File: src/rtl/csi_lane_aligner.sv
// Per-lane deskew ahead of the CSI-2 byte inputs: delays each lane so all
// enabled lanes present their first HS byte in the same cycle.
module csi_lane_aligner #(
   parameter int NUM_LANES  = 4,
   parameter int LANE_WIDTH = 8,
   parameter int MAX_SKEW   = 3
) (
   input  logic                            byte_clk_i,
   input  logic                            reset_i,
   input  logic [NUM_LANES-1:0]            lane_en_i,
   input  logic [NUM_LANES-1:0]            lane_valid_i,
   input  logic [NUM_LANES*LANE_WIDTH-1:0] lane_data_i,
   output logic [NUM_LANES-1:0]            aligned_valid_o,
   output logic [NUM_LANES*LANE_WIDTH-1:0] aligned_data_o,
   output logic                            skew_err_o,
   output logic                            aligned_o
);
   localparam int TW = $clog2(MAX_SKEW + 1);
   localparam int CW = $clog2(MAX_SKEW + 2);
   localparam logic [CW-1:0] RUN_MAX  = CW'(MAX_SKEW + 1);
   localparam logic [CW-1:0] SKEW_LIM = CW'(MAX_SKEW);

   typedef enum logic [1:0] {IDLE, ALIGN, STREAM, ERR} state_t;
   typedef logic [LANE_WIDTH:0] ent_t;

   state_t state_q, state_d;
   logic [NUM_LANES-1:0] en_q, en_d, en_eff, vld, drop, tv;
   logic [CW-1:0] run_q   [NUM_LANES];
   logic [CW-1:0] run_cur [NUM_LANES];
   logic [CW-1:0] skew_q, skew_d, skew_cur;
   logic [TW-1:0] tap_q   [NUM_LANES];
   logic [TW-1:0] tap_new [NUM_LANES];
   logic [TW-1:0] tap_sel [NUM_LANES];
   ent_t dl_q [NUM_LANES][MAX_SKEW];
   ent_t sr   [NUM_LANES][MAX_SKEW+1];
   logic [NUM_LANES*LANE_WIDTH-1:0] td;
   logic load, err_d, tap_upd;

   // sr[i][0] is the live input; deeper entries come from the delay line
   always_comb begin
      en_eff   = (state_q == IDLE) ? lane_en_i : en_q;
      vld      = lane_valid_i & en_eff;
      skew_cur = skew_q + 1'b1;
      drop     = '0;
      tv       = '0;
      td       = '0;
      for (int i = 0; i < NUM_LANES; i++) begin
         if (!vld[i])                  run_cur[i] = '0;
         else if (state_q == IDLE)     run_cur[i] = CW'(1);
         else if (run_q[i] == RUN_MAX) run_cur[i] = RUN_MAX;
         else                          run_cur[i] = run_q[i] + 1'b1;
         drop[i] = (run_q[i] != '0) && !vld[i];
         if (state_q == ALIGN && run_cur[i] != '0)
            tap_new[i] = TW'(run_cur[i] - 1'b1);
         else
            tap_new[i] = '0;
         tap_sel[i] = (state_q == STREAM) ? tap_q[i] : tap_new[i];
         sr[i][0] = {lane_valid_i[i], lane_data_i[i*LANE_WIDTH +: LANE_WIDTH]};
         for (int k = 1; k <= MAX_SKEW; k++)
            sr[i][k] = dl_q[i][k-1];
         tv[i] = sr[i][tap_sel[i]][LANE_WIDTH] & en_eff[i];
         if (en_eff[i])
            td[i*LANE_WIDTH +: LANE_WIDTH] = sr[i][tap_sel[i]][LANE_WIDTH-1:0];
      end
   end

   always_comb begin
      state_d = state_q;
      en_d    = en_q;
      skew_d  = skew_q;
      load    = 1'b0;
      err_d   = 1'b0;
      tap_upd = 1'b0;
      unique case (state_q)
         IDLE: begin
            en_d   = lane_en_i;
            skew_d = '0;
            if (|vld) begin
               if (vld == lane_en_i) begin
                  state_d = STREAM;
                  load    = 1'b1;
                  tap_upd = 1'b1;
               end else begin
                  state_d = ALIGN;
               end
            end
         end
         ALIGN: begin
            skew_d = skew_cur;
            if (vld == en_q) begin
               state_d = STREAM;
               load    = 1'b1;
               tap_upd = 1'b1;
            end else if (|drop || skew_cur >= SKEW_LIM) begin
               state_d = ERR;
               err_d   = 1'b1;
            end
         end
         STREAM: begin
            load = 1'b1;
            if (tv == '0) state_d = IDLE;
         end
         ERR: begin
            if (vld == '0) state_d = IDLE;
         end
         default: state_d = IDLE;
      endcase
   end

   always_ff @(posedge byte_clk_i) begin
      if (reset_i) begin
         state_q         <= IDLE;
         en_q            <= '0;
         skew_q          <= '0;
         aligned_valid_o <= '0;
         aligned_data_o  <= '0;
         skew_err_o      <= 1'b0;
         for (int i = 0; i < NUM_LANES; i++) begin
            run_q[i] <= '0;
            tap_q[i] <= '0;
            for (int k = 0; k < MAX_SKEW; k++)
               dl_q[i][k] <= '0;
         end
      end else begin
         state_q         <= state_d;
         en_q            <= en_d;
         skew_q          <= skew_d;
         aligned_valid_o <= load ? tv : '0;
         aligned_data_o  <= load ? td : '0;
         skew_err_o      <= err_d;
         for (int i = 0; i < NUM_LANES; i++) begin
            run_q[i] <= run_cur[i];
            if (tap_upd) tap_q[i] <= tap_new[i];
            dl_q[i][0] <= sr[i][0];
            for (int k = 1; k < MAX_SKEW; k++)
               dl_q[i][k] <= dl_q[i][k-1];
         end
      end
   end

   assign aligned_o = (state_q == STREAM);

endmodule

File: config.mk
export PLATFORM = sky130hd
export DESIGN_NAME = csi_lane_aligner
export DESIGN_NICKNAME = d
export VERILOG_FILES = /design/src/rtl/csi_lane_aligner.sv
export SDC_FILE = /design/constraint.sdc
export NUM_CORES = 1
export LEC_CHECK = 0
export BUFFER_PORTS_ARGS = -buffer_cell sky130_fd_sc_hd__buf_4
export CORE_MARGIN = 2
export CORE_UTILIZATION = 63
export CTS_CLUSTER_SIZE = 40
export DETAILED_ROUTE_END_ITERATION = 8
export PLACE_DENSITY_LB_ADDON = 0.3
export SLEW_MARGIN = 20
export SYNTH_ARGS = -nofsm -noshare
export SYNTH_HDL_FRONTEND = slang
export SYNTH_SLANG_ARGS = --single-unit
File: constraint.sdc
create_clock -name byte_clk_i -period 5.3 [get_ports byte_clk_i]
set_input_delay 0.265 -clock byte_clk_i [delete_from_list [all_inputs] [get_ports byte_clk_i]]
set_output_delay 0.265 -clock byte_clk_i [all_outputs]
set_load 0.01 [all_outputs]
==> After elaboration in Yosys (flattened, before gate mapping) <==
Memory sizes are Yosys's and may differ from the RTL's.
Index checks and enable logic that the tools add are counted.
{ "word_totals": {"regBits": 46, "mem_bits_rw": 128, "out_inout_bits": 38, "memories": 3, "inputBits": 42, "elab_cells": 181} }
{ "memory_table": {"columns": ["memory", "words", "word_bits", "read_ports", "rd_clocked_by_memory_dff", "wr", "line", "text"], "rows": [
  ["dl_q", 4, 27, 4, 0, 4, "34", "ent_t dl_q [NUM_LANES][MAX_SKEW];"],
  ["run_q", 4, 3, 4, 0, 4, "28", "logic [CW-1:0] run_q [NUM_LANES];"],
  ["tap_q", 4, 2, 4, 0, 4, "31", "logic [TW-1:0] tap_q [NUM_LANES];"]
]} }
{ "op_classes": {"n_reduce_logical": 34, "n_addsub": 9, "n_bitwise": 35, "eq_ne": 13, "n_mux": 73, "order_cmp": 5} }
{ "ops": {"columns": ["cell", "n"], "rows": [
  ["9-bit 2-to-1 mux", 20],
  ["9-bit binary-select mux with 2-bit select", 4],
  ["3-bit 2-to-1 mux", 16],
  ["2-bit 2-to-1 mux", 18],
  ["3-bit nonzero test", 8],
  ["1-bit OR", 20],
  ["3-bit by 1-bit adder with 3-bit output (second input constant)", 5],
  ["3-bit OR reduction", 5],
  ["3-bit == test (second input constant)", 4],
  ["3-bit >= comparator (second input constant)", 4],
  ["2-bit NOT with 3-bit output", 4],
  ["1-bit 2-to-1 mux", 10],
  ["4-bit == test", 2],
  ["1-bit logical AND", 8],
  ["4-bit zero test", 2],
  ["2-bit one-hot mux with 4 select lines", 1],
  ["4-bit OR reduction", 2],
  ["2-bit by 1-bit subtractor with 2-bit output (second input constant)", 4],
  ["1-bit NOT", 6],
  ["3-bit one-hot mux with 2 select lines", 1],
  ["1-bit bitwise AND", 4],
  ["4-bit bitwise AND", 1],
  ["2-bit == test (second input constant)", 2],
  ["1-bit zero test", 4],
  ["other kinds (13)", 14]
]} }

==> Logic depth before layout (Yosys ltp) <==
{ "depth": {"ltp_word": 16, "mapped_depth": 12, "depth_no_buf": 11} }

==> Worst setup path after synthesis <==
OpenSTA, ideal clock, no wires.
{ "synth_timing": {"path_type": "flip-flop to flip-flop", "start": "register state_q[0]", "end": "register state_q[1]", "n_path_buf": 2, "period_less_slack_ns": 2.612, "path_stages_with_launch": 12, "required_ns": 5.173, "path_slack_ns": 2.688, "t_arrival_ns": 2.485, "setup_time_ns": 0.127, "cell_sequence": "dfxtp_1 buf_6 o211a_1 o22ai_1 ha_1 o41ai_2 a32o_1 buf_2 a311oi_1 a22o_1 nor2_1 or3_1"} }
{ "synth_between": {"elab_chain_cells": 16, "elab_cells_between_ends": 78, "classes_between": "4 x add/sub; 9 x eq/ne; 33 x mux; 9 x bitwise; 23 x reduce/logical"} }
{ "synth_lines": {"columns": ["element", "line", "text"], "rows": [
  ["start: declaration", "26", "state_t state_q, state_d;"],
  ["start signal: assignment", "125", "state_q <= state_d;"],
  ["branches (longest 16 deep; another with 2-bit by 1-bit subtractor with 2-bit output)", null, null]
]} }
Several ways; the timed one is not identified. The select of a mux whose other input is x is not followed.
A chain may end at the register's enable or synchronous reset.

==> Worst setup path after layout <==
{ "layout_timing": {"start": "register state_q[1]", "end": "register state_q[1]"} }
Same word-level chain as after synthesis.

==> summary by stage <==
Die
The core area is between 10000 and 15000 um^2. The die height is 111.5 um. Pin placement for this block handled 80 I/O pins. The initial core utilization is approximately 64%.

In this run the core area contains 39 standard-cell rows. The floorplan step set the die width to ~110 um. The floorplan step defined a die boundary enclosing approximately 12000 um^2.

Power and ir drop
The proportion of power drawn by the clock network is between 30% and 40%. The leakage power total is 3.501 nW. For this design the total switching power over the nets is between 1 and 1.5 mW. Net switching is about 32% of the power.

Across the VDD grid, the largest voltage drop is 0.4126 mV. The internal portion of the total power is about 2.6 mW. The power density over cell area is between 400 and 500 nW/um^2. Combinational logic burns between 20% and 30% of the power.

The share of total power dissipated in sequential elements is ~40%. Overall power consumption after layout is estimated at around 3.8 mW.

Synthesis
The number of nets in the synthesized netlist is about 760. The number of distinct library cell variants in the gate-level netlist after synthesis is 74. The register bit count reported by yosys is around 170. After Yosys synthesis, full adders, half adders and majority gates account for around 2.4% of the synthesized area.

The compound-gate portion of the synthesized area is 18.33%. In the synthesized netlist the async set-or-reset flop fraction comes to 0%. The sequential element share of the synthesized area is between 40% and 50%.

The count of yosys warnings during synthesis is 0. By area, the combinational part of the netlist is dominated by simple AND/OR/NAND/NOR gates. Of the total synthesized cell area, the portion taken by AND, OR, NAND and NOR gates is between 20% and 30%. The xor-xnor portion of the synthesized cell area is 0.1204%. The gate count of the mapped netlist is around 700.

The count of flip-flops with a built-in enable after synthesis is 8. In the synthesized netlist the dominant register cell turns out to be sky130_fd_sc_hd__dfxtp_1. The area of the mapped netlist is about 7300 um^2.

Dividing the synthesized area by the synthesized cell count gives approximately 10 um^2. Of the post-synthesis cell area, the part taken by muxes is under 10%.

Clock network
The buffer count from post-CTS setup fixing is 0. After clock tree synthesis, the clock-pin slew on the worst setup and hold paths is about 60 ps. The number of buffers created by CTS is 17.

TritonCTS built the clock tree. After clock tree synthesis, the repair step resized 0 gates. The longest clock path from root to sink contains 2 buffers. The number of levels in the clock H-tree is 4.

At the later pin of the worst-skew pair, clock insertion delay measures roughly 430 ps. In this run, post-CTS hold repair placed 0 buffers. The root buffer cell chosen for the clock tree is sky130_fd_sc_hd__clkbuf_16. The clock net sink count is about 170.

Worst setup path
The most numerous cell type found on the critical path is sky130_fd_sc_hd__o31a_1. The number of gates on the worst path with buffers counted is 10. The critical path ends at state_q[1]$_SDFFE_PP0P_. Walking the worst path, the cells encountered are buf_4 > and4bb_2 > o22ai_2 > ha_1 > o31a_1 > o31a_1 > a41oi_2 > a21oi_2 > a2111oi_2 > or3_1. The slowest stage of the critical path belongs to the cell sky130_fd_sc_hd__o31a_1.

In this run the worst path has a maximum fanout of 20. The delay of the slowest critical-path stage is 700 ps. The worst setup path is of the register to register kind. STA classifies the critical path startpoint as a register. The kind of cell with the highest combined delay on the critical path is compound AO/OA/AOI/OAI gates. At the worst endpoint, the arrival time is roughly 3900 ps.

The worst register-to-register path ends at state_q[1]$_SDFFE_PP0P_. Counting both buffers and inverters, the worst setup path holds a total of 1. The timing startpoint of the critical path is state_q[1]$_SDFFE_PP0P_.

The slack of the worst reg-to-reg path is around 1700 ps. The sort of element at the end of the critical path is a register. The worst register-to-register path begins at state_q[1]$_SDFFE_PP0P_. The worst register-to-register path has a depth of 10. The worst endpoint required time is around 5600 ps.

Global routing
The first global-routing pass estimated 25810 um of wire. Entering global routing, the biggest net connects 83 pins. The initial antenna violation count was 0. The global routing usage summed across all routing layers is 25.72%. The total overflow left after global routing is 0. The via count of the first global-routing pass is approximately 5400.

Timing
The worst path uses between 60% and 70% of the clock period. Headroom to the max-slew limit came out at approximately 29%. Setup violations remaining at the end of the flow were counted as 0. For the final routed database, the setup TNS stands at 0 ps. The worst-margin pin slew is about 1100 ps. The count of pins over their slew limit came to 0. The clock skew is roughly 9.5 ps.

Hold timing on the final database bottoms out at a slack of 57.40 ps. Setup repair after global routing left no endpoint under its margin. The shortest clock period the worst path allows after layout is approximately 3600 ps. The fmax is approximately 0.27 GHz. The number of hold violations in the final report was 0.

Routing
The remaining routing DRC violations is 0. The count of vias placed by the detailed router is between 5000 and 6000. The final routed wirelength across all metal layers is roughly 15000 um. The first detailed-routing pass took 4 iterations.

In the final routed layout, each cell accounts on average for 16.74 um. In this run the remaining antenna-violating nets after routing total 0. The via-per-instance ratio is roughly 5.9. The DRC marker count from the first detailed-route iteration is 446.

Status
The flow ran to the end, and the final reports show no timing, DRC or antenna violations.

Layout
The fraction of layout cells with a size suffix above 1 is between 20% and 30%. The post-synthesis to final-layout area growth is 16.09%. The most frequent standard cell in the layout excluding fill and tap cells is sky130_fd_sc_hd__dfxtp_1. After the last flow step, the layout net total stands at a little over 800. In the layout the commonest cells are sky130_fd_sc_hd__dfxtp_1 (166), sky130_fd_sc_hd__nor2b_1 (143), sky130_fd_sc_hd__buf_4 (84).

The repair_antennas step left the layout with diodes totalling 0.

Placement
The congestion estimate from routability-driven global placement came to slightly below 1. In this run the tool buffered the top-level ports with 79 buffer cells. The estimated wirelength of the detail-placed design is just under 10000 um.

Flow run
The tool flagged a number of max-cap violations equal to 0.

Hold path
In this run the worst hold path is classified as input port to register.
-- routing by layer --
metal	share of wire, %	up-vias	global-route usage (%)	wire length, um
li1	-	2593	-	-
met3	5.3	38	6.151	820
met4	2.5	0	11.77	383
met1	43	2563	32.27	6566
met5	0	-	0	0
met2	49	173	42.28	7560
-- worst register-to-register path, cell delays in order (launching register included) --
cell                        delay, ps
sky130_fd_sc_hd__dfxtp_1          680
sky130_fd_sc_hd__buf_4            360
sky130_fd_sc_hd__and4bb_2         280
sky130_fd_sc_hd__o22ai_2          290
sky130_fd_sc_hd__ha_1             260
sky130_fd_sc_hd__o31a_1           200
sky130_fd_sc_hd__o31a_1           700
sky130_fd_sc_hd__a41oi_2           80
sky130_fd_sc_hd__a21oi_2          220
sky130_fd_sc_hd__a2111oi_2         90
sky130_fd_sc_hd__or3_1            370
-- flip-flops by register name (all words and copies together), names as in the netlist --
signal / cells
aligned_data_o: 32
aligned_valid_o: 4
dl_q: 108
en_q: 4
run_q: 12
skew_err_o: 1
skew_q: 3
state_q: 2
tap_q: 8
-- layout make-up --
class / count / area, um^2
inverter: 23 / 86.33
tap: 143 / 178.9
multi-input combinational: 459 / 3377
sequential: 174 / 3563
timing repair buffer: 85 / 641.9
clock buffer: 20 / 466.7
fill: 770 / 2873
clock inverter: 12 / 133.9
-- how the worst min path moves through the flow --
stage / from / end / slack, ps / cells past startpoint
final: lane_data_i[9] / dl_q[0][46]$_SDFF_PP0_ / 60 / 2
after global routing: lane_data_i[28] / dl_q[1][49]$_SDFF_PP0_ / 50 / 2
after CTS: lane_data_i[6] / dl_q[0][24]$_SDFF_PP0_ / 40 / 2
after detailed placement: dl_q[1][49]$_SDFF_PP0_ / dl_q[1][40]$_SDFF_PP0_ / 450 / 1
after global placement: dl_q[1][46]$_SDFF_PP0_ / dl_q[1][37]$_SDFF_PP0_ / 430 / 1
after floorplan: lane_valid_i[2] / dl_q[1][26]$_SDFF_PP0_ / 390 / 2
-- Yosys cell counts (all sizes together) (7+ instances only) --
cell type	count	share of area [%]
a211oi	64	7.7
a21oi	21	1.5
buf	21	2.4
clkbuf	24	1.2
dfxtp	166	46
edfxtp	8	3.3
ha	14	2.4
inv	23	1.2
mux2i	35	4.8
nand2	25	1.3
nand2b	7	0.60
nor2	43	2.5
nor2b	143	12
o22ai	10	1.1
-- power by group through the flow --
stage	logic (mW)	clock network [mW]	registers, mW
floorplan	0.827	0	1.50
global placement	1.01	0	1.51
detailed placement	1.04	0	1.52
CTS	1.05	1.26	1.49
global route	1.15	1.32	1.51
finish	1.06	1.25	1.49
-- cell families after synthesis --
logic type,count (synthesis)
mux,35
simple gates,255
buf+inv,68
compound gates,154
xor+xnor,1
flops,174
fa+ha+maj,14
-- stage by stage --
step | cells | setup slack (ps) | util, % | area, um^2
after floorplan | 701 | 2688 | - | 7277
after global placement | 883 | 1860 | 69.22 | 7836
after detailed placement | 883 | 1664 | 69.22 | 7836
after CTS | 915 | 1654 | 74.52 | 8437
after global routing | 916 | 1376 | 74.62 | 8448
final | 916 | 1661 | 74.62 | 8448
Note: power is estimated with default switching activity, not from simulation.
